[config.mk]
export PLATFORM = sky130hd
export DESIGN_NAME = ir_packet_tx_param
export DESIGN_NICKNAME = d
export VERILOG_FILES = /design/src/rtl/ir_packet_tx_param.sv
export SDC_FILE = /design/constraint.sdc
export NUM_CORES = 1
export LEC_CHECK = 0
export CAP_MARGIN = 20
export CORE_MARGIN = 1.5
export CORE_UTILIZATION = 50
export DETAILED_ROUTE_END_ITERATION = 7
export PLACE_DENSITY_LB_ADDON = 0.1
export SETUP_SLACK_MARGIN = 0.2
export SLEW_MARGIN = 10
export SYNTH_ARGS = -nofsm -noshare
export SYNTH_HDL_FRONTEND = slang
export SYNTH_SLANG_ARGS = --single-unit
[constraint.sdc]
create_clock -name i_clk -period 2.4 [get_ports i_clk]
set_input_delay 0.48 -clock i_clk [delete_from_list [all_inputs] [get_ports i_clk]]
set_output_delay 0.48 -clock i_clk [all_outputs]
set_load 0.1 [all_outputs]
[src/rtl/ir_packet_tx_param.sv]
// ir_packet_tx_param: carrier-modulated IR car packet transmitter (START, CAR_SELECT, NUM_CMD command bursts, each followed by a GAP); auto-repeat with HOLDOFF enabled by IRTX_AUTO_REPEAT_EN
module ir_packet_tx_param #(
  parameter int CLK_RATIO      = 1250,
  parameter int START_BURST    = 88,
  parameter int CARSEL_BURST   = 22,
  parameter int GAP_LEN        = 40,
  parameter int ASSERT_BURST   = 44,
  parameter int DEASSERT_BURST = 22,
  parameter int NUM_CMD        = 4,
  parameter int HOLDOFF_LEN    = 4000
) (
  input  logic                      i_clk,
  input  logic                      i_rst_n,
  input  logic [NUM_CMD-1:0]        i_command,
  input  logic                      i_send_packet,
  input  logic                      i_repeat,
  output logic                      o_busy,
  output logic                      o_packet_done,
  output logic                      o_ir_led,
  output logic [2:0]                o_state,
  output logic [$clog2(NUM_CMD):0]  o_cmd_idx
);
  function automatic int max2(input int a, input int b);
    return a > b ? a : b;
  endfunction
  localparam int CW = $clog2(CLK_RATIO);
  localparam int MAXLEN = max2(max2(max2(START_BURST, CARSEL_BURST), max2(GAP_LEN, ASSERT_BURST)),
                               max2(DEASSERT_BURST, HOLDOFF_LEN));
  localparam int PW = $clog2(MAXLEN + 1);
  localparam int IW = $clog2(NUM_CMD) + 1;
  localparam logic [CW-1:0] CAR_LAST = CW'(CLK_RATIO - 1);
  localparam logic [CW-1:0] CAR_HALF = CW'(CLK_RATIO / 2);
  typedef enum logic [2:0] {
    IDLE    = 3'd0,
    START   = 3'd1,
    GAP     = 3'd2,
    CARSEL  = 3'd3,
    CMD     = 3'd4,
    HOLDOFF = 3'd5
  } state_t;
  state_t            r_state;
  state_t            r_prev;
  logic [CW-1:0]     r_car_cnt;
  logic [PW-1:0]     r_per_cnt;
  logic [NUM_CMD-1:0] r_cmd_reg;
  logic [IW-1:0]     r_cmd_idx;
  logic              r_ir_led;
  logic [NUM_CMD-1:0] w_cmd_sh;
  logic [PW-1:0]     w_len_last;
  logic              w_tick;
  logic              w_end;
  logic              w_last_cmd;
  logic              w_clr;
  logic              w_rpt;
`ifdef IRTX_AUTO_REPEAT_EN
  assign w_rpt = i_repeat;
`else
  logic w_unused;
  assign w_rpt    = 1'b0;
  assign w_unused = i_repeat;
`endif
  assign w_cmd_sh   = r_cmd_reg >> r_cmd_idx;
  assign w_len_last = r_state == START   ? PW'(START_BURST - 1)  :
                      r_state == CARSEL  ? PW'(CARSEL_BURST - 1) :
                      r_state == CMD     ? (w_cmd_sh[0] ? PW'(ASSERT_BURST - 1) : PW'(DEASSERT_BURST - 1)) :
                      r_state == HOLDOFF ? PW'(HOLDOFF_LEN - 1)  :
                                           PW'(GAP_LEN - 1);
  assign w_tick     = r_car_cnt == CAR_LAST;
  assign w_end      = w_tick && r_per_cnt == w_len_last;
  assign w_last_cmd = r_prev == CMD && r_cmd_idx == IW'(NUM_CMD - 1);
  assign w_clr      = r_state == IDLE || w_end || (r_state == HOLDOFF && !w_rpt) || r_state > HOLDOFF;
  assign o_busy        = r_state != IDLE;
  assign o_packet_done = r_state == GAP && w_end && w_last_cmd;
  assign o_ir_led      = r_ir_led;
  assign o_state       = r_state;
  assign o_cmd_idx     = r_cmd_idx;
  // packet sequencer: carrier/period counters, state transitions, command latch and LED drive
  always_ff @(posedge i_clk or negedge i_rst_n)
    if (!i_rst_n) begin
      r_state   <= IDLE;
      r_prev    <= IDLE;
      r_car_cnt <= '0;
      r_per_cnt <= '0;
      r_cmd_reg <= '0;
      r_cmd_idx <= '0;
      r_ir_led  <= 1'b0;
    end else begin
      r_ir_led  <= (r_state == START || r_state == CARSEL || r_state == CMD) && r_car_cnt < CAR_HALF;
      r_car_cnt <= (w_clr || w_tick) ? '0 : r_car_cnt + 1'b1;
      r_per_cnt <= w_clr ? '0 : w_tick ? r_per_cnt + 1'b1 : r_per_cnt;
      case (r_state)
        IDLE:
          if (i_send_packet) begin
            r_state   <= START;
            r_cmd_reg <= i_command;
            r_cmd_idx <= '0;
          end
        START, CARSEL, CMD:
          if (w_end) begin
            r_state <= GAP;
            r_prev  <= r_state;
          end
        GAP:
          if (w_end) begin
            if (r_prev == START) r_state <= CARSEL;
            else if (r_prev == CARSEL) begin
              r_state   <= CMD;
              r_cmd_idx <= '0;
            end else if (!w_last_cmd) begin
              r_state   <= CMD;
              r_cmd_idx <= r_cmd_idx + 1'b1;
            end else r_state <= w_rpt ? HOLDOFF : IDLE;
          end
        HOLDOFF:
          if (!w_rpt) r_state <= IDLE;
          else if (w_end) begin
            r_state   <= START;
            r_cmd_reg <= i_command;
            r_cmd_idx <= '0;
          end
        default: r_state <= IDLE;
      endcase
    end
endmodule

; After elaboration in Yosys (flattened, before gate mapping)
; Index checks and enable logic that the tools add are counted.
[totals]
reg_bits = 37
out_inout_bits = 9
elab_cells = 70
[op_classes]
add_sub_neg = 3
magnitude_cmp = 2
eq_ne = 16
shift = 1
n_mux = 21
reduce_logical = 20
[ops]
columns = cell, count
row1 = 12-bit two-way mux, 6
row2 = 3-bit two-way mux, 11
row3 = 12-bit by 1-bit adder with 12-bit output (second input constant), 1
row4 = 12-bit equality test, 1
row5 = 3-bit by 2-bit equality test with 1-bit output (second input constant), 4
row6 = 11-bit by 1-bit adder with 11-bit output (second input constant), 1
row7 = 11-bit equality test (second input constant), 1
row8 = 11-bit by 10-bit less-than comparator with 1-bit output (second input constant), 1
row9 = 11-bit two-way mux, 1
row10 = 3-bit equality test (second input constant), 3
row11 = 3-bit case mux with 3 select lines, 1
row12 = 2-bit != test (second input constant), 4
row13 = 3-bit by 1-bit equality test with 1-bit output (second input constant), 2
row14 = 1-bit logical OR, 6
row15 = 6-bit two-way mux, 1
row16 = 3-bit case mux with 2 select lines, 1
row17 = 1-bit logical AND, 5
row18 = 5-bit AND reduction, 1
row19 = 2-bit AND reduction, 2
row20 = 2-bit nonzero test, 2
row21 = 4-bit by 3-bit >> shifter with 1-bit output, 1
row22 = 3-bit by 1-bit adder with 3-bit output (second input constant), 1
row23 = 3-bit greater-than comparator (second input constant), 1
row24 = 3-bit logical NOT, 1
row25 = other kinds (4), 4

; Logic depth before layout (Yosys ltp)
[logic_depth]
ltp_word = 12
depth_mapped = 10

; Worst setup path after synthesis
; Ideal clock, no wire load.
[synth_path]
kind = reg-to-output
start = register r_cmd_idx[1], in the netlist o_cmd_idx[1]
end = output o_packet_done
arrival_ns = 4.911
slack_ns = -2.991
stages_incl_launch_ff = 7
path_cell_list = dfrtp_1 mux2i_1 o22ai_1 a2bb2oi_1 mux2i_1 nand4b_1 nor4_1
[synth_between]
elab_chain_len = 9
[synth_lines]
columns = element, line_no
row1 = "start, declared", 46  ; logic [IW-1:0] r_cmd_idx;
row2 = "start signal, assigned", 111  ; r_cmd_idx <= r_cmd_idx + 1'b1;
row3 = 4-bit by 3-bit >> shifter with 1-bit output, 62  ; assign w_cmd_sh = r_cmd_reg >> r_cmd_idx;
row4 = 6-bit two-way mux, 65  ; r_state == CMD ? (w_cmd_sh[0] ? PW'(ASSERT_BURST - 1) : PW'(DEASSERT_BURST - 1)) :
row5 = 12-bit two-way mux, 65
row6 = 12-bit two-way mux, 64  ; r_state == CARSEL ? PW'(CARSEL_BURST - 1) :
row7 = 12-bit two-way mux, 63  ; assign w_len_last = r_state == START ? PW'(START_BURST - 1) :
row8 = 12-bit equality test, 69  ; assign w_end = w_tick && r_per_cnt == w_len_last;
row9 = 1-bit logical AND, 69
row10 = 1-bit logical AND, 73  ; assign o_packet_done = r_state == GAP && w_end && w_last_cmd;
row11 = 1-bit logical AND *, 73
row12 = "end, declared", 18  ; output logic o_packet_done,
; Mark *: on every way between the ends. The rest lies on a longest branch, timed or not.

; Final worst setup path
[layout_path]
start = register r_per_cnt[10]
end = output o_packet_done
[layout_between]
elab_chain_len = 4
[layout_lines]
columns = element, line_no
row1 = "start, declared", 44  ; logic [PW-1:0] r_per_cnt;
row2 = "start signal, assigned", 90  ; r_per_cnt <= w_clr ? '0 : w_tick ? r_per_cnt + 1'b1 : r_per_cnt;
row3 = 12-bit equality test, 69
row4 = 1-bit logical AND, 69
row5 = 1-bit logical AND (2 in series), 73
; No other way between the ends.

==> summary.md <==
| Metric | Value |
|---|---|
| Final nets | `287` |
| Mapped cell area | `0.00207 sq mm` |
| Max transition margin | `0.636` |
| Antenna cells | `0` |
| Wire length of the first global-routing pass | `approximately 8100 microns` |
| Internal power | `838 uW` |
| Fillcell total | `309` |
| Total grt overflow | `0` |
| Fin. max-slew vios | `0` |
| Vias in the first global route | `1831` |
| Placed Cells | `311` |
| Clk pwr share | `0.411` |
| Post-route cell area | `0.00285 sq mm` |
| Final worst path period share | `1.19` |
| CTS H-tree depth | `2` |
| MaxCap Viol Count | `0` |
| GR Util All Layers | `0.240` |
| Seq pwr share | `0.568` |
| Row Count | `23` |
| Commonest non-fill, non-tap cell in the layout | `buf_4` |
| Post-Syn Nets | `between 200 and 250` |
| CTS Root Cell | `clkbuf_8` |
| Iteration-0 DRC Markers | `102` |
| Yosys reg bits | `37` |
| Final Worst Setup Slack | `-0.463 ns` |
| Final setup fails | `2` |
| Most frequent cells in the layout | `buf_4, dfrtp_1, nor2_1` |
| DR pass1 iterations | `4` |
| Multi-input logic area | `0.00129 sq mm` |
| RSZ-0062 raised after global routing | `true` |
| Combinational share of power | `0.021` |
| Hpwl dp | `approximately 3300 microns` |
| Die height | `67.4 microns` |
| GPL Wtd Cong | `approximately 0.87` |
| Final Hold Vio Count | `0` |
| Final ANT Viol Nets | `0` |
| Synth Flop Type | `dfrtp_1` |
| Critical path type | `flip-flop to output port` |
| Sequential fraction of the synthesis area | `0.446` |
| Hold buffer count at CTS | `0` |
| Post-synth EDFFs | `0` |
| FF-to-FF setup slack | `-0.05 ns` |
| Total CTS buffers | `5` |
| Failing checks | `setup timing` |
| FFs w/ async S/R, synth | `1.00` |
| Core area | `0.00400 sq mm` |
| Reg2reg start | `r_per_cnt[10]` |
| Util after Layout | `0.712` |
| DR vias | `about 1800` |
| Crit path launch type | `flip-flop` |
| Largest area contributor in the netlist | `dfrtp_1` |
| Slew @ Worst Pin | `between 0.5 and 0.6 ns` |
| CTS tree | `done` |
| Post-synthesis cell count | `224` |
| Status | `finished with violations` |
| F_max | `between 300 and 400 MHz` |
| Clk buf depth | `2` |
| Initial antenna violation count | `0` |
| CP Max Fanout | `2` |
| Via density | `5.43` |
| Post-place instance area | `0.00255 sq mm` |
| Power Density | `385 mW/mm^2` |
| Skew final | `0.00911 ns` |
| Tot Pwr | `1100 uW` |
| Sw frac | `0.235` |
| Yosys cell types | `41` |
| Area share of the largest cell type after synthesis | `0.446` |
| Total Routed Length | `between 5000 and 6000 microns` |
| Crit. End Element | `output port` |
| Synth top area cells | `dfrtp_1, nor2_1, xnor2_1` |
| Clk pin slew, worst setup/hold paths | `approximately 0.08 ns` |
| Avg Inst Size Synth | `roughly 9.3 sq um` |
| Worst-skew pair later-pin latency | `0.30 ns` |
| Final critical-path required period | `2.86 ns` |
| CTS sink cnt | `37` |
| Max reg flops | `12` |
| Critical Path AT | `2.38 ns` |
| Layout cells sized above 1 | `0.353` |
| WP data required | `1.92 ns` |
| Register area | `948 sq um` |
| Peak VDD IR | `approximately 430 uV` |
| Layout area overhead | `37.3%` |
| Hold crit path type | `flip-flop to flip-flop` |
| Largest net degree at the start of global routing | `38` |
| Width of the die | `67.4 microns` |
| WHS Endpoint | `o_ir_led` |
| Fin Hold WS | `0.510 ns` |
| RR Endpoint | `o_state[2]` |
| Starting Density | `0.519` |
| Die footprint | `0.00454 sq mm` |
| Hold Path Stages | `1` |
| Top Ports | `17` |
| Number of buffers inserted by port buffering | `15` |
| DRC Markers | `0` |
| Hold path startpoint | `r_car_cnt[10]` |
| Worst R2R Path Depth | `9` |
| Ys Warns | `0` |
| Leak | `0.00116 uW` |
| Non-Filler Instances | `~330` |
| Switch Pwr | `approximately 260 uW` |
| WL per Instance | `~15 microns` |
-- synth_stat cells (2+ instances only) --
cell type,n
nand4_1,6
nand3_1,15
xor2_1,12
and3_1,4
ha_1,5
o21ai_0,9
nor4_1,2
dfrtp_1,37
nand4b_1,2
clkbuf_1,5
mux2_2,4
nor2b_1,2
inv_1,9
or4_1,3
xnor2_1,13
mux2i_1,4
nand2_1,13
nor2_1,39
or3_1,4
o22ai_1,5
a21o_1,2
nand2b_1,5
nand3b_1,2
a21oi_1,5
-- worst max-delay path by stage --
stage	startpoint	endpoint	slack, ns	cells after the start
after detailed placement	r_per_cnt[8]	o_packet_done	-0.12	7
after global routing	r_per_cnt[10]	o_packet_done	-0.62	7
after global placement	r_per_cnt[8]	o_packet_done	-0.10	7
after CTS	r_per_cnt[8]	o_packet_done	-0.45	7
after floorplan	o_cmd_idx[1]	o_packet_done	-0.68	6
final	r_per_cnt[10]	o_packet_done	-0.46	7
-- critical path: stages (launching register included) --
cell,delay (ns)
dfrtp_1,0.38
or4_1,0.53
a211oi_2,0.21
a31o_2,0.14
nand4_1,0.09
nand4b_1,0.29
nor4_4,0.24
buf_12,0.21
-- power groups by stage --
stage          Combinational, uW  Clock, uW  Sequential, uW
2_1_floorplan             0.0802          0             636
3_3_place_gp                23.0          0             635
3_5_place_dp                23.8          0             635
4_1_cts                     23.9        455             623
5_1_grt                     26.4        484             623
6_report                    22.5        451             623
-- routing by layer --
layer | wire length [microns] | vias to the layer above | track usage
li1 | - | 882 | -
met3 | 166 | 10 | 0.0583
met2 | 2620 | 29 | 0.413
met5 | 0 | - | 0
met4 | 76 | 0 | 0.0918
met1 | 2140 | 845 | 0.289
-- timing repair --
| action | CTS | global route |
|---|---|---|
| pin swaps | 7 | 17 |
| gates resized for setup | 12 | 28 |
| setup endpoints to repair | 20 | 22 |
| cloned | 0 | 1 |
| setup buffers | 5 | 0 |
-- cell type report --
type                            count  area share
Multi-Input combinational cell    171       0.455
Sequential cell                    37       0.333
Timing Repair Buffer               50       0.147
Clock buffer                        5      0.0242
Tap cell                           50      0.0220
Inverter                            9      0.0119
Clock inverter                      3     0.00747
-- metrics by stage --
step / setup WS [ns] / setup TNS (ns)
floorplan: -0.683 / -0.683
global placement: -0.103 / -0.103
detailed placement: -0.122 / -0.122
CTS: -0.446 / -0.446
global route: -0.621 / -1.09
finish: -0.463 / -0.512
-- cells by family (layout without fill, tap and decap cells) --
| family | Yosys count | count (layout) | synth area share |
|---|---|---|---|
| AO/OA/AOI/OAI | 29 | 29 | 0.0941 |
| adder cells (fa/ha/maj) | 5 | 5 | 0.0302 |
| flip-flops | 37 | 37 | 0.446 |
| AND/OR/NAND/NOR | 103 | 104 | 0.250 |
| buffers and inverters | 17 | 67 | 0.0332 |
| XOR/XNOR | 25 | 25 | 0.106 |
| multiplexers | 8 | 8 | 0.0410 |
Note: power is estimated with default switching activity, not from simulation.
